`src/rtl/dtcm_arbiter_pkg.sv`:
```
// Shared widths, defaults and the muxed command bundle
// for the DTCM port arbiter.
package dtcm_arbiter_pkg;

  localparam int XLEN            = 32;
  localparam int DTCM_ADDR_WIDTH = 16;
  localparam int DTCM_ARB_NREQ   = 2;
  localparam int DTCM_ARB_OUTS   = 2;

  typedef struct packed {
    logic                       read;
    logic [DTCM_ADDR_WIDTH-1:0] addr;
    logic [XLEN-1:0]            wdata;
    logic [XLEN/8-1:0]          wmask;
  } dtcm_cmd_t;

  function automatic int idx_w(input int n);
    return (n > 1) ? $clog2(n) : 1;
  endfunction

endpackage

```
`src/rtl/gnrl_fifo.sv`:
```
// Small synchronous FIFO with occupancy count.
// Push when full and pop when empty are ignored.
module gnrl_fifo #(
  parameter int DW = 1,
  parameter int DP = 2
) (
  input  logic                     clk,
  input  logic                     rst,
  input  logic                     push,
  input  logic [DW-1:0]            push_data,
  input  logic                     pop,
  output logic [DW-1:0]            pop_data,
  output logic [$clog2(DP+1)-1:0]  count
);

  localparam int PW = (DP > 1) ? $clog2(DP) : 1;
  localparam int CW = $clog2(DP + 1);

  logic [DW-1:0] mem [DP];
  logic [PW-1:0] wptr;
  logic [PW-1:0] rptr;
  logic          do_push;
  logic          do_pop;

  assign do_push  = push & (count != CW'(DP));
  assign do_pop   = pop & (count != '0);
  assign pop_data = mem[rptr];

  function automatic logic [PW-1:0] nxt(
    input logic [PW-1:0] p
  );
    return (p == PW'(DP - 1)) ? '0 : p + PW'(1);
  endfunction

  always_ff @(posedge clk) begin
    if (do_push) mem[wptr] <= push_data;
  end

  always_ff @(posedge clk) begin
    if (rst) begin
      wptr  <= '0;
      rptr  <= '0;
      count <= '0;
    end else begin
      if (do_push) wptr <= nxt(wptr);
      if (do_pop)  rptr <= nxt(rptr);
      unique case ({do_push, do_pop})
        2'b10:   count <= count + CW'(1);
        2'b01:   count <= count - CW'(1);
        default: count <= count;
      endcase
    end
  end

endmodule

```
`src/rtl/dtcm_arbiter.sv`:
```
// Round-robin arbiter sharing one DTCM port; an in-order
// FIFO of grant indices routes each response back.
module dtcm_arbiter
  import dtcm_arbiter_pkg::*;
#(
  parameter int NREQ       = DTCM_ARB_NREQ,
  parameter int OUTS_DEPTH = DTCM_ARB_OUTS
) (
  input  logic                            clk,
  input  logic                            rst,
  input  logic [NREQ-1:0]                 req_cmd_valid,
  output logic [NREQ-1:0]                 req_cmd_ready,
  input  logic [NREQ-1:0]                 req_cmd_read,
  input  logic [NREQ*DTCM_ADDR_WIDTH-1:0] req_cmd_addr,
  input  logic [NREQ*XLEN-1:0]            req_cmd_wdata,
  input  logic [NREQ*XLEN/8-1:0]          req_cmd_wmask,
  output logic [NREQ-1:0]                 req_rsp_valid,
  output logic [XLEN-1:0]                 req_rsp_rdata,
  output logic                            dtcm_cmd_valid,
  input  logic                            dtcm_cmd_ready,
  output logic                            dtcm_cmd_read,
  output logic [DTCM_ADDR_WIDTH-1:0]      dtcm_cmd_addr,
  output logic [XLEN-1:0]                 dtcm_cmd_wdata,
  output logic [XLEN/8-1:0]               dtcm_cmd_wmask,
  input  logic                            dtcm_rsp_valid,
  output logic                            dtcm_rsp_ready,
  input  logic [XLEN-1:0]                 dtcm_rsp_rdata,
  output logic                            arb_err
);

  localparam int IW = idx_w(NREQ);
  localparam int CW = $clog2(OUTS_DEPTH + 1);
  localparam int AW = DTCM_ADDR_WIDTH;
  localparam int MW = XLEN / 8;

  logic [IW-1:0]   rr_ptr;
  logic [IW-1:0]   gidx;
  logic [IW-1:0]   head;
  logic [IW-1:0]   j;
  logic [NREQ-1:0] grant;
  logic [CW-1:0]   cnt;
  logic            found;
  logic            can_issue;
  logic            push;
  logic            pop;
  logic            empty;
  dtcm_cmd_t       sel;

  // Slot freed by a pop only becomes usable next cycle.
  assign can_issue = (cnt < CW'(OUTS_DEPTH)) & ~rst;
  assign empty     = (cnt == '0);

  always_comb begin
    grant = '0;
    gidx  = '0;
    found = 1'b0;
    j     = '0;
    for (int k = 0; k < NREQ; k++) begin
      j = IW'((int'(rr_ptr) + k) % NREQ);
      if (!found && req_cmd_valid[j]) begin
        found    = 1'b1;
        grant[j] = 1'b1;
        gidx     = j;
      end
    end
  end

  always_comb begin
    sel = '0;
    for (int i = 0; i < NREQ; i++) begin
      if (grant[i]) begin
        sel.read  = req_cmd_read[i];
        sel.addr  = req_cmd_addr[i*AW +: AW];
        sel.wdata = req_cmd_wdata[i*XLEN +: XLEN];
        sel.wmask = req_cmd_wmask[i*MW +: MW];
      end
    end
  end

  assign dtcm_cmd_valid = (|grant) & can_issue;
  assign dtcm_cmd_read  = sel.read;
  assign dtcm_cmd_addr  = sel.addr;
  assign dtcm_cmd_wdata = sel.wdata;
  assign dtcm_cmd_wmask = sel.wmask;
  assign req_cmd_ready  =
    grant & {NREQ{can_issue & dtcm_cmd_ready}};

  assign push = dtcm_cmd_valid & dtcm_cmd_ready;
  assign pop  = dtcm_rsp_valid & ~empty & ~rst;

  always_comb begin
    req_rsp_valid = '0;
    for (int i = 0; i < NREQ; i++) begin
      if (pop && head == IW'(i)) req_rsp_valid[i] = 1'b1;
    end
  end

  assign req_rsp_rdata  = dtcm_rsp_rdata;
  assign dtcm_rsp_ready = 1'b1;

  always_ff @(posedge clk) begin
    if (rst) begin
      rr_ptr <= '0;
    end else if (push) begin
      rr_ptr <= (gidx == IW'(NREQ - 1)) ? '0 : gidx + IW'(1);
    end
  end

  always_ff @(posedge clk) begin
    if (rst) begin
      arb_err <= 1'b0;
    end else if (dtcm_rsp_valid && empty) begin
      arb_err <= 1'b1;
    end
  end

  gnrl_fifo #(
    .DW (IW),
    .DP (OUTS_DEPTH)
  ) u_route (
    .clk       (clk),
    .rst       (rst),
    .push      (push),
    .push_data (gidx),
    .pop       (pop),
    .pop_data  (head),
    .count     (cnt)
  );

endmodule
```
`config.mk`:
```
export PLATFORM = sky130hd
export DESIGN_NAME = dtcm_arbiter
export DESIGN_NICKNAME = d
export VERILOG_FILES = /design/src/rtl/dtcm_arbiter_pkg.sv /design/src/rtl/gnrl_fifo.sv /design/src/rtl/dtcm_arbiter.sv
export SDC_FILE = /design/constraint.sdc
export NUM_CORES = 1
export LEC_CHECK = 0
export BUFFER_PORTS_ARGS = -buffer_cell sky130_fd_sc_hd__buf_4
export CORE_AREA = 2 2 91 93
export CTS_CLUSTER_DIAMETER = 200
export DETAILED_ROUTE_END_ITERATION = 7
export DIE_AREA = 0 0 93 95
export GPL_TIMING_DRIVEN = 0
export PLACE_DENSITY_LB_ADDON = 0.05
export SLEW_MARGIN = 20
export SYNTH_ARGS = -nofsm -noshare
export SYNTH_HDL_FRONTEND = slang
export SYNTH_SLANG_ARGS = --single-unit
```
`constraint.sdc`:
```
create_clock -name clk -period 1.7 [get_ports clk]
set_clock_uncertainty 0.05 [all_clocks]
set_input_delay 0.17 -clock clk [delete_from_list [all_inputs] [get_ports clk]]
set_output_delay 0.17 -clock clk [all_outputs]
set_load 0.01 [all_outputs]
```
# Yosys cells after proc, flatten, opt, wreduce, memory -nomap -nowiden
# Memories as Yosys holds them, arrays and structs flattened. A register that Yosys moved wholly into a read port is not among the register bits.
# Index checks and enable logic that the tools add are counted.
# W data, S select, Z words.
# totals
reg_bits	6
mem_bits_rw	2
inputBits	144
out_inout_bits	92
word_cells	69
mem_count	1
# mem_list
memory	words	word_bits	rd	rd_ports_with_merged_regs	wr	line	text
u_route.mem	2	1	1	1	1	gnrl_fifo.sv:19	logic [DW-1:0] mem [DP];
# classes
addsub	6
magnitude_cmp	5
n_eq_ne	3
muxes	25
n_bitwise	13
n_reduce_logical	11
# ops
op	count
$mux W53	2
$mux W1	18
$and A1 B1 Y1	8
$logic_and A1 B1 Y1	6
$add A1 B1 Y1 const B	4
$lt A1 B2 Y1 const B	2
$mux W2	2
$pmux W2 S2	1
$reduce_bool A2 Y1	2
$not A1 Y1	3
$add A2 B1 Y2 const B	1
$and A2 B2 Y2	1
$demux W1 S1	2
$eq A2 B1 Y1 const B	1
$eq A2 B2 Y1 const B	1
$ge A1 B1 Y1 const B	2
$logic_not A2 Y1	1
$lt A2 B2 Y1 const B	1
$ne A2 B2 Y1 const B	1
$or A2 B2 Y2	1
$reduce_or A2 Y1	1
$sub A2 B1 Y2 const B	1
$logic_not A1 Y1	1

# Logic depth before layout (Yosys ltp)
# Gate-level depths: netlist (run 1).
# logic_depth
word_depth	13
ltp_mapped	6
depth_no_buf	6

# Cells and area by module
# Synthesis (run 1) repeated with hierarchy kept, for this count alone.
# hier_totals
hier_cells	154
area_unflattened_um2	1478.9
# by_module_without_submodules
mod	instances	cells_each	area_per_inst_um2	seq_area_each_um2
dtcm_arbiter	1	127	1194.9	40.0
gnrl_fifo	1	27	284.0	160.2

# Worst setup path after synthesis (run 1)
# Ideal clock, no wire load.
# synth_timing
path_kind	register -> register
from	reg u_route.count[1]
to	reg u_route.count[1]
setup_ns	0.071
arrival_ns	1.643
t_required_ns	1.579
path_slack_ns	-0.064
stages_incl_launch_ff	6
path_buffers	0
period_less_slack_ns	1.764
cell_sequence	dfxtp_1 > nand2b_1 > or3_4 > ha_1 > or3_1 > a21oi_1
# synth_via
elab_chain_len	7
word_cells_on_any_way	18
classes_between	add/sub: 2; order compare: 1; eq/ne: 3; mux: 1; bitwise: 8; reduce/logical: 3
# synth_lines
element	line	text
start: declaration	gnrl_fifo.sv:13	output logic [$clog2(DP+1)-1:0] count
start signal: assignment	gnrl_fifo.sv:48	2'b10: count <= count + CW'(1);
start signal: assignment	gnrl_fifo.sv:49	2'b01: count <= count - CW'(1);
start signal: assignment	gnrl_fifo.sv:50	default: count <= count;
$lt A2 B2 Y1 / $logic_not A2 Y1 (equally long branches)	dtcm_arbiter.sv:50, dtcm_arbiter.sv:51	
$and A1 B1 Y1 / $not A1 Y1 (equally long branches)	dtcm_arbiter.sv:50, dtcm_arbiter.sv:89	
$and A1 B1 Y1, on equally long branches	dtcm_arbiter.sv:80, dtcm_arbiter.sv:89	
$and A1 B1 Y1, on equally long branches	dtcm_arbiter.sv:88, dtcm_arbiter.sv:89	
$and A1 B1 Y1, on equally long branches	gnrl_fifo.sv:25, gnrl_fifo.sv:26	
$eq A2 B1 Y1 / $eq A2 B2 Y1 (equally long branches)	gnrl_fifo.sv:47	unique case ({do_push, do_pop})
$pmux W2 S2 / $reduce_bool A2 Y1 (equally long branches)	--	
# Several ways; a longest one is shown, not always the timed one.
# A chain may end at the register's enable or synchronous reset.

# Worst setup path after layout (run 1)
# Same ends and word-level chain as after synthesis.

==> impl_results.md, run 1 <==
- CP Max Fanout: 7
- Initial antenna violation count: 0
- Worst hold path type: in2reg
- # rows: 33
- All-Layer GR Usage: 0.127
- Number of max-cap violations: 0
- Number of setup violations in the final report: 1
- Seq/Total Area, Yosys: 0.151
- Syn. warnings: 0
- Vias/cell: 4.05
- Worst endpoint data arrival time: 1830 ps
- Main combinational cell family by area after synthesis: compound AO/OA/AOI/OAI gates
- Most Used Layer, Global Route: met2
- Yosys cell types: 29
- Die Area: 8840 um2
- Met1 GRT Util: 0.160
- Clk buf depth: 2
- Reg clk slew, reported paths: 40 ps
- Synthesized area per cell: 9.23 um2
- Final WS setup: -31.1 ps
- FF+latch count, synth: 9
- Largest net degree at the start of global routing: 12
- CP Class: reg2reg
- Commonest cells after routing, fill and taps aside: buf_4 (237), a22o_2 (41), a22o_1 (12)
- DR iter-0 viols: 66
- Final Hold Vio Count: 0
- Mapped Nets: 289
- Critical Path RT: 1800 ps
- # DRC: 0
- Mapped Cells: 144
- Worst Setup End Kind: register
- Xor and xnor area share after synthesis: 0.0198
- H-tree depth: 1
- Final slew viol count: 0
- Via Count: 1858
- Commonest non-fill, non-tap cell in the layout: buf_4
- Reg area: 205 um2
- Post-Syn Area: 1330 um2
- Final net count: 500
- CTS tree: done
- Hold buffer count at cts: 0
- Core Box Area: 7930 um2
- M2 GR Usage: 0.227
- Slowest cell on the critical path: or3_4
- Worst Path Buf+Inv: 0
- Util after Layout: 0.391
- IO Pins: 236
- Antenna-violating nets left: 0
- Setup Total Neg Slack: -31.1 ps
- Top Family by Delay on Critical Path: simple AND/OR/NAND/NOR gates
- Met3 Usage GRT: 0.0255
- Vias in the first global route: 1656
- CP Launch Type: register
- First-pass GRT wire length: 9030 um
- Clock root buffer: clkbuf_8
- WL per Instance: 14.9 um
- Mux cell area share after synthesis: 0
- PD cells: 457 nW/um2
- Post-layout min period: 1730 ps
- Die height: 95 um
- Synth Area in Adders: 0.00942
- Layout cells sized above 1: 0.850
- Final HPWL DP: 5940 um
- Leakage: 0.00165 uW
- Overflow after GRT: 0
- Failing checks: setup timing
- Drt pass-1 iters: 4
- Die span in x: 93 um
- Simple-gate share of the synthesized area: 0.0753
- N_diodes: 0
- Period utilization: 1.02
- Max VDD drop: 0.417 mV
- Worst-Skew Late Latency: 230 ps
- Initial cell density of the core: 0.168
- P&R area growth vs syn: 133%
- F_max: 0.578 GHz
- Fillers: 852
- Clock sink count: 9
- Port Buffer Count: 202
- Largest stage delay, worst path: 400 ps
- Number of buffers created by CTS: 3
- Final wirelength: 6840 um
- Status: finished, violations left
- Area of the multi-input gates: 769 um2
- Synth Area in Compound Gates: 0.457
- Routability congestion estimate: 0.689
- Worst path cell trace: nand2b_4 > or3_4 > ha_4 > or3_1 > a21oi_1
- RSZ-0062 raised after global routing: true
[metrics by stage]
step / total power, uW / worst slack, ps / hold WS (ps) / instance area (um2) / cells
after floorplan: 668 / 10.1 / 236 / 1340 / 144
after global placement: 1160 / -84.5 / 363 / 2990 / 451
after detailed placement: 1160 / -100 / 374 / 2990 / 451
after CTS: 1430 / -71.2 / 137 / 3060 / 457
after global routing: 1510 / -80.1 / 158 / 3100 / 459
final: 1420 / -31.1 / 131 / 3100 / 459
[final cells by class]
class	instances	area share
repair buffers	206	0.507
multi-input cells	88	0.248
plain buffers	44	0.119
flip-flops and latches	9	0.0662
well taps	105	0.0424
clock buffers	4	0.0145
inverters	3	0.00363
[path summary, 6_finish.rpt]
| kind | start | endpoint | slack [ps] | cells after the start |
|---|---|---|---|---|
| setup / recovery | u_route.count[1] | u_route.count[1] | -30 | 5 |
| setup reg to reg | u_route.count[1] | u_route.count[1] | -30 | 5 |
| hold reg to reg | arb_err | arb_err | 440 | 2 |
| hold / removal | req_cmd_valid[1] | rr_ptr | 130 | 2 |
[cells in the mapped netlist (all sizes together)]
cell type   n  area share
dfxtp       7        0.11
clkbuf      1      0.0028
nor4        1      0.0047
ha          1      0.0094
nor3        1      0.0038
nand2b      1      0.0047
inv         3      0.0085
or3         2       0.013
and3        2      0.0094
a22o       53        0.39
and2        1      0.0047
a21boi      2       0.028
o211ai      1      0.0057
nor2        9       0.025
xnor2       1      0.0066
xor2        2       0.013
buf        43        0.27
o21a        1      0.0057
edfxtp      2       0.045
a21oi       3       0.011
o21ai       3       0.011
a311oi      1      0.0066
conb        1      0.0028
nor2b       2      0.0094
[worst register-to-register path: stages (launching register included)]
cell and delay [ps]:
dfxtp_4 360, nand2b_4 140, or3_4 400, ha_4 230
or3_1 360, a21oi_1 120
[per-layer routing]
metal | vias up | wire, um
li1 | 934 | -
met1 | 832 | 2680
met2 | 88 | 3570
met3 | 4 | 563
met4 | 0 | 31
met5 | - | 0
[cells by family after synthesis]
kind of cell	count (synthesis)
flip-flops	9
adder cells (fa/ha/maj)	1
XOR/XNOR	3
other	1
AND/OR/NAND/NOR	19
AO/OA/AOI/OAI	64
buffers and inverters	47
[what timing repair did]
action	4_1_cts	5_1_grt
pin swaps	1	3
setup buffers	2	2
cloned	0	0
gates resized for setup	2	3
setup endpoints to repair	50	51
[power breakdown]
group,switching [uW],internal [uW],total [uW]
Clock,85.2,163,249
Combinational,335,579,913
Sequential,17.0,240,257
Total,437,982,1420
Note: power is estimated with default switching activity, not from simulation.
==> run 2: changes to the inputs <==
--- a/config.mk
+++ b/config.mk
@@ -5,14 +5,13 @@
 export SDC_FILE = /design/constraint.sdc
 export NUM_CORES = 1
 export LEC_CHECK = 0
+export ABC_AREA = 1
 export BUFFER_PORTS_ARGS = -buffer_cell sky130_fd_sc_hd__buf_4
-export CORE_AREA = 2 2 91 93
+export CORE_AREA = 2 2 90 92
 export CTS_CLUSTER_DIAMETER = 200
 export DETAILED_ROUTE_END_ITERATION = 7
-export DIE_AREA = 0 0 93 95
+export DIE_AREA = 0 0 92 94
 export GPL_TIMING_DRIVEN = 0
-export PLACE_DENSITY_LB_ADDON = 0.05
-export SLEW_MARGIN = 20
 export SYNTH_ARGS = -nofsm -noshare
 export SYNTH_HDL_FRONTEND = slang
 export SYNTH_SLANG_ARGS = --single-unit
==> run 2 against run 1 <==
The flow now finishes without violations. Routed wire length down 3.7%. Worst setup slack improved by 200 ps. Final cell count is 26% higher. Total power shrank 8.2%. Core utilization is 2.3 points higher. Die area fell by 2.1%. Via count up 27%. Clock power fell by 2%. Critical path type is now reg2out.
==> impl_results.md, run 2 <==
- P&R area growth vs syn: 115% (was 133%)
- Yosys top cell by area: nand2_1 (was a22o_2)
- CP Class: reg2out (was reg2reg)
- Max VDD drop: 0.274 mV (was 0.417 mV)
- Xor and xnor area share after synthesis: 0 (was 0.0198)
- WL per Instance: 11.4 um (was 14.9 um)
- Commonest non-fill, non-tap cell in the layout: buf_4 (unchanged)
- Main flop type after synthesis: dfxtp_1 (unchanged)
- H-tree depth: 1 (unchanged)
- Port Buffer Count: 202 (unchanged)
- Syn. warnings: 0 (unchanged)
- First-pass GRT wire length: 9820 um (was 9030 um)
- F_max: 0.652 GHz (was 0.578 GHz)
- Worst hold slack: 81.7 ps (was 131 ps)
- Simple-gate share of the synthesized area: 0.542 (was 0.0753)
- Initial antenna violation count: 0 (unchanged)
- Number of setup violations in the final report: 0 (was 1)
- Clock root buffer: clkbuf_8 (unchanged)
- Number of buffers created by CTS: 3 (unchanged)
- Final Hold Vio Count: 0 (unchanged)
- Commonest cells after routing, fill and taps aside: buf_4 (235), nand2_1 (119), nand3_1 (54) (was buf_4 (237), a22o_2 (41), a22o_1 (12))
- Post-synth EDFFs: 2 (unchanged)
- Routability congestion estimate: 0.772 (was 0.689)
- Worst setup path startpoint: rr_ptr (was u_route.count[1])
- Setup bufs post-CTS: 0 (was 2)
- Fillers: 824 (was 852)
- Post-layout min period: 1530 ps (was 1730 ps)
- Final wirelength: 6590 um (was 6840 um)
- Worst r2r path cells: 7 (was 5)
- Leakage: 0.00190 uW (was 0.00165 uW)
- Worst endpoint data arrival time: 1310 ps (was 1830 ps)
- Count leader, synth: nand2_1 (was a22o_2)
- Number of max-cap violations: 0 (unchanged)
- Overflow after GRT: 0 (unchanged)
- Mapped Nets: 414 (was 289)
- Vias in the first global route: 2228 (was 1656)
- Die span in x: 92 um (was 93 um)
- IO Pins: 236 (unchanged)
- Setup Total Neg Slack: 0 ps (was -31.1 ps)
- Area share of the largest cell type after synthesis: 0.305 (was 0.309)
- Initial cell density of the core: 0.192 (was 0.168)
- Critical Path RT: 1480 ps (was 1800 ps)
- Vias/cell: 4.09 (was 4.05)
- Synthesized area per cell: 5.44 um2 (was 9.23 um2)
- FF+latch count, synth: 9 (unchanged)
- Worst Setup End Kind: output port (was register)
- RR Endpoint: u_route.count[1] (unchanged)
- CTS tree: done (unchanged)
- R2r startpoint: u_route.count[1] (unchanged)
- Final HPWL DP: 5590 um (was 5940 um)
- Reg2Reg Setup Slack: 230 ps (was -30 ps)
- Worst hold path type: in2reg (unchanged)
- Mux cell area share after synthesis: 0 (unchanged)
- Top post-synthesis cells by area: nand2_1 (31%), nand3_1 (18%), buf_4 (17%), dfxtp_1 (9.6%), edfxtp_1 (4.1%) (was a22o_2 (31%), buf_4 (19%), dfxtp_1 (11%), a22o_1 (7.9%), buf_6 (7.6%))
- Worst setup endpoint: dtcm_cmd_wdata[20] (was u_route.count[1])
- Clock sink count: 9 (unchanged)
- PD cells: 413 nW/um2 (was 457 nW/um2)
- Reg clk slew, reported paths: 40 ps (about the same)
- Mapped Cells: 269 (was 144)
- Synth Area in Adders: 0.00855 (was 0.00942)
- All-Layer GR Usage: 0.136 (was 0.127)
- Main combinational cell family by area after synthesis: simple AND/OR/NAND/NOR gates (was compound AO/OA/AOI/OAI gates)
- DR iter-0 viols: 56 (was 66)
- Status: completed (was finished, violations left)
- Synth Area in Compound Gates: 0.0342 (was 0.457)
- Die Area: 8650 um2 (was 8840 um2)
- CP Max Fanout: 10 (was 7)
- Period utilization: 0.902 (was 1.02)
- Antenna-violating nets left: 0 (unchanged)
- Die height: 94 um (was 95 um)
- Synth cell count leaders: nand2_1 (119), nand3_1 (54), buf_4 (33) (was a22o_2 (41), buf_4 (33), a22o_1 (12))
- Worst-Skew Late Latency: 230 ps (about the same)
- CP Launch Type: register (unchanged)
- Clk buf depth: 2 (unchanged)
- Post-Syn Area: 1460 um2 (was 1330 um2)
- N_diodes: 0 (unchanged)
- Ys async rst share: 0 (unchanged)
- Final slew viol count: 0 (unchanged)
- PostCTS Resize Cnt: 0 (was 2)
- Drt pass-1 iters: 4 (unchanged)
- Hold buffer count at cts: 0 (unchanged)
- # DRC: 0 (unchanged)
- Hold_sp: rst (was req_cmd_valid[1])
- Core Box Area: 7610 um2 (was 7930 um2)
- Final net count: 621 (was 500)
- Seq/Total Area, Yosys: 0.137 (was 0.151)
- Largest net degree at the start of global routing: 12 (unchanged)
- # rows: 32 (was 33)
- Yosys cell types: 22 (was 29)
- Layout cells sized above 1: 0.545 (was 0.850)
- RSZ-0062 raised after global routing: false (was true)
- Via Count: 2361 (was 1858)
-- run 2: cells by family after synthesis --
| group | Yosys count |
|---|---|
| AO/OA/AOI/OAI | 8 |
| adder cells (fa/ha/maj) | 1 |
| buffers and inverters | 61 |
| flip-flops | 9 |
| other | 1 |
| AND/OR/NAND/NOR | 189 |
-- run 2: report_power, final --
part,total (uW),internal (uW),leakage [uW],switching [uW]
combinational,814,479,0.00180,336
sequential,245,235,0.0000761,9.53
clock,244,163,0.0000228,80.6
total,1300,877,0.00190,426
-- run 2: worst min path at each step --
stage,depth (start not counted),end
after floorplan,1,rr_ptr
after global placement,2,arb_err
after detailed placement,2,arb_err
after CTS,2,arb_err
after global routing,2,arb_err
final,2,arb_err
-- run 2: metal layers --
metal  up-vias  GRT usage  part of all wire
met5         -          0                 0
met4         0     0.0249            0.0083
met3         7     0.0361              0.13
met2       149      0.271              0.51
met1       975      0.144              0.35
li1       1230          -                 -
-- run 2: area by class of cell --
| type | count | area [um2] | area share |
|---|---|---|---|
| buffer | 49 | 359 | 0.114 |
| tap | 102 | 128 | 0.0405 |
| timing repair buffer | 202 | 1520 | 0.481 |
| clock buffer | 4 | 45.0 | 0.0143 |
| multi-input combinational | 199 | 860 | 0.273 |
| sequential | 9 | 200 | 0.0635 |
| inverter | 12 | 45.0 | 0.0143 |
-- run 2: metrics by stage --
| step | worst slack [ps] | cells | utilization | instance area, um2 | total power (uW) |
|---|---|---|---|---|---|
| after floorplan | 348 | 269 | - | 1460 | 597 |
| after global placement | 267 | 573 | 0.409 | 3110 | 1060 |
| after detailed placement | 237 | 573 | 0.409 | 3110 | 1070 |
| after CTS | 111 | 577 | 0.414 | 3150 | 1320 |
| after global routing | 33.0 | 577 | 0.414 | 3150 | 1400 |
| final | 167 | 577 | 0.414 | 3150 | 1300 |
-- run 2: critical path, cell delays in order, from the launching register on --
cell and delay (ps):
dfxtp_1 330, nand2_2 170, buf_2 240, nand3_1 130
nand2_1 90, buf_4 120
==> run 3: changes to the inputs <==
--- a/config.mk
+++ b/config.mk
@@ -7,11 +7,13 @@
 export LEC_CHECK = 0
 export ABC_AREA = 1
 export BUFFER_PORTS_ARGS = -buffer_cell sky130_fd_sc_hd__buf_4
-export CORE_AREA = 2 2 90 92
+export CORE_AREA = 2 2 91 93
+export CTS_BUF_LIST = sky130_fd_sc_hd__clkbuf_8 sky130_fd_sc_hd__clkbuf_16
 export CTS_CLUSTER_DIAMETER = 200
 export DETAILED_ROUTE_END_ITERATION = 7
-export DIE_AREA = 0 0 92 94
+export DIE_AREA = 0 0 93 95
 export GPL_TIMING_DRIVEN = 0
 export SYNTH_ARGS = -nofsm -noshare
 export SYNTH_HDL_FRONTEND = slang
+export SYNTH_HIERARCHICAL = 1
 export SYNTH_SLANG_ARGS = --single-unit
==> run 3 against run 2 <==
Via count decreased by 3.7%. Final cell count increased by 1.2%. Critical path type is now reg2reg. Non-clock buffer count decreased by 5. Total power increased by 0.55%. Routed wire length decreased by 3.5%. Critical path depth increased by 7. Sequential cell count unchanged. Clock power about the same. Highest routed layer unchanged. Largest power group unchanged. Worst hold slack improved by 19 ps.
==> impl_results.md, run 3 <==
- Layout cells sized above 1: 0.568 (was 0.545)
- CTS tree: done (unchanged)
- Final wirelength: 6360 um (was 6590 um)
- Main flop type after synthesis: dfxtp_1 (unchanged)
- Post-synth EDFFs: 2 (unchanged)
- Synthesized area per cell: 5.44 um2 (about the same)
- Largest stage delay, worst path: 370 ps (was 330 ps)
- Count leader, synth: nand2_1 (unchanged)
- Synth cell count leaders: nand2_1 (160), buf_4 (33), nor2_1 (16) (was nand2_1 (119), nand3_1 (54), buf_4 (33))
- Worst-Skew Late Latency: 230 ps (about the same)
- Critical Path RT: 1820 ps (was 1480 ps)
- Overflow after GRT: 0 (unchanged)
- Reg clk slew, reported paths: 50 ps (was 40 ps)
- Top post-synthesis cells by area: nand2_1 (41%), buf_4 (17%), dfxtp_1 (9.5%), buf_6 (7.6%), edfxtp_1 (4.1%) (was nand2_1 (31%), nand3_1 (18%), buf_4 (17%), dfxtp_1 (9.6%), edfxtp_1 (4.1%))
- Yosys cell types: 23 (was 22)
- Total placed instance area: 3130 um2 (was 3110 um2)
- Worst hold path type: in2reg (unchanged)
- Reg area: 204 um2 (was 200 um2)
- Largest net degree at the start of global routing: 12 (unchanged)
- Dpl cells: 579 (was 573)
- Clock root buffer: clkbuf_8 (unchanged)
- Slowest cell on the critical path: dfxtp_4 (was dfxtp_1)
- All-Layer GR Usage: 0.126 (was 0.136)
- Post-layout min period: 1610 ps (was 1530 ps)
- Drt pass-1 iters: 4 (unchanged)
- RSZ-0062 raised after global routing: true (was false)
- Initial cell density of the core: 0.187 (was 0.192)
- IO Pins: 236 (unchanged)
- Initial antenna violation count: 0 (unchanged)
- Commonest cells after routing, fill and taps aside: buf_4 (235), nand2_1 (160), nor2_1 (14) (was buf_4 (235), nand2_1 (119), nand3_1 (54))
- Seq/Total Area, Yosys: 0.135 (was 0.137)
- Via Count: 2274 (was 2361)
- F_max: 0.622 GHz (was 0.652 GHz)
- P&R area growth vs syn: 117% (was 115%)
- Number of setup violations in the final report: 0 (unchanged)
- CP Class: reg2reg (was reg2out)
- # DRC: 0 (unchanged)
- Area of the multi-input gates: 870 um2 (was 860 um2)
- Worst endpoint data arrival time: 1730 ps (was 1310 ps)
- Finished Layout Cells: 584 (was 577)
- Number of buffers created by CTS: 3 (unchanged)
- Clock sink count: 9 (unchanged)
- Worst Setup End Kind: register (was output port)
- Routability congestion estimate: 0.763 (was 0.772)
- Period utilization: 0.946 (was 0.902)
- Vias/cell: 3.89 (was 4.09)
- Area share of the largest cell type after synthesis: 0.406 (was 0.305)
- Most Frequent Cell on Critical Path: nor2_1
- Worst path cell trace: nor2_2 > nor2_1 > nand2_1 > inv_1 > o21ai_2 > inv_2 > ha_1 > inv_1 > nand2_1 > nor2_1 > nor2_1 > nor2_1 (was nand2_2 > buf_2 > nand3_1 > nand2_1 > buf_4)
- Final Hold Vio Count: 0 (unchanged)
- Mapped Nets: 417 (was 414)
- Port Buffer Count: 202 (unchanged)
- Setup Total Neg Slack: 0 ps (unchanged)
- H-tree depth: 1 (unchanged)
- Status: completed (unchanged)
- Final Instance Area: 3210 um2 (was 3150 um2)
- Ys async rst share: 0 (unchanged)
- N_diodes: 0 (unchanged)
- Syn. warnings: 6 (was 0)
- FF+latch count, synth: 9 (unchanged)
- Core Box Area: 7930 um2 (was 7610 um2)
- Clk buf depth: 2 (unchanged)
- CP Max Fanout: 6 (was 10)
- WL per Instance: 10.9 um (was 11.4 um)
- Die Area: 8840 um2 (was 8650 um2)
- Die span in x: 93 um (was 92 um)
- Fillers: 855 (was 824)
- Die height: 95 um (was 94 um)
- DR iter-0 viols: 35 (was 56)
- Number of max-cap violations: 0 (unchanged)
- Final slew viol count: 0 (unchanged)
- Post-Syn Area: 1480 um2 (was 1460 um2)
- Leakage: 0.00194 uW (was 0.00190 uW)
- Yosys top cell by area: nand2_1 (unchanged)
- Mapped Cells: 272 (was 269)
- # rows: 33 (was 32)
- Max VDD drop: 0.205 mV (was 0.274 mV)
- Final net count: 625 (was 621)
- Vias in the first global route: 2120 (was 2228)
- Antenna-violating nets left: 0 (unchanged)
- PD cells: 408 nW/um2 (was 413 nW/um2)
- Final HPWL DP: 5530 um (was 5590 um)
- Commonest non-fill, non-tap cell in the layout: buf_4 (unchanged)
- CP Launch Type: register (unchanged)
- First-pass GRT wire length: 9080 um (was 9820 um)
## run 3: where the power goes
| group | internal (uW) | total (uW) | switching, uW |
|---|---|---|---|
| combinational | 487 | 826 | 339 |
| clock | 157 | 244 | 87.0 |
| sequential | 229 | 239 | 10.3 |
## run 3: logic make-up after synthesis
group | count (synthesis) | share of synthesized area
AO/OA/AOI/OAI | 11 | 0.0516
adder cells (fa/ha/maj) | 1 | 0.00846
multiplexers | 1 | 0.00761
other | 1 | 0.00254
AND/OR/NAND/NOR | 190 | 0.508
flip-flops | 9 | 0.135
buffers and inverters | 59 | 0.286
## run 3: worst paths after layout
| check | from | endpoint | slack, ps | cells after the start |
|---|---|---|---|---|
| worst max-delay path | u_route/count[1] | u_route/count[1] | 90 | 12 |
| worst min-delay path | rst | rr_ptr | 100 | 2 |
| worst max register to register | u_route/count[1] | u_route/count[1] | 90 | 12 |
| worst min register to register | arb_err | arb_err | 430 | 2 |
## run 3: area by class of cell
| type | count | share of cell area |
|---|---|---|
| plain buffers | 43 | 0.112 |
| clock buffers | 3 | 0.0129 |
| clock inverters | 1 | 0.00117 |
| inverters | 16 | 0.0195 |
| multi-input cells | 204 | 0.271 |
| flip-flops and latches | 9 | 0.0635 |
| well taps | 105 | 0.0409 |
| repair buffers | 203 | 0.479 |
## run 3: worst max-delay path: cells and delay by family, from the launching register on
| kind | cells | cell delay (ps) |
|---|---|---|
| AND/OR/NAND/NOR | 7 | 540 |
| adder cells (fa/ha/maj) | 1 | 300 |
| AO/OA/AOI/OAI | 1 | 80 |
| buffers and inverters | 3 | 210 |
| flip-flops | 1 | 370 |
## run 3: metrics by stage
stage	setup slack (ps)	power, uW	util	hold slack (ps)
2_1_floorplan	169	590	-	189
3_3_place_gp	28.3	1060	0.394	327
3_5_place_dp	5.59	1070	0.394	329
4_1_cts	10.7	1320	0.400	85.6
5_1_grt	-62.2	1410	0.405	97.2
6_report	92.4	1310	0.405	101
## run 3: per-layer routing
| metal | vias to the layer above | track usage | share of wire |
|---|---|---|---|
| li1 | 1192 | - | - |
| met1 | 950 | 0.146 | 0.37 |
| met2 | 126 | 0.229 | 0.52 |
| met3 | 6 | 0.0287 | 0.092 |
| met4 | 0 | 0.0380 | 0.012 |
| met5 | - | 0 | 0 |
## run 3: what timing repair did
item / CTS / global route
pin swaps: 0 / 1
endpoints found under the setup margin: 1 / 52
setup buffers: 0 / 1
gates resized for setup: 1 / 5
hold buffers: 0 / 0
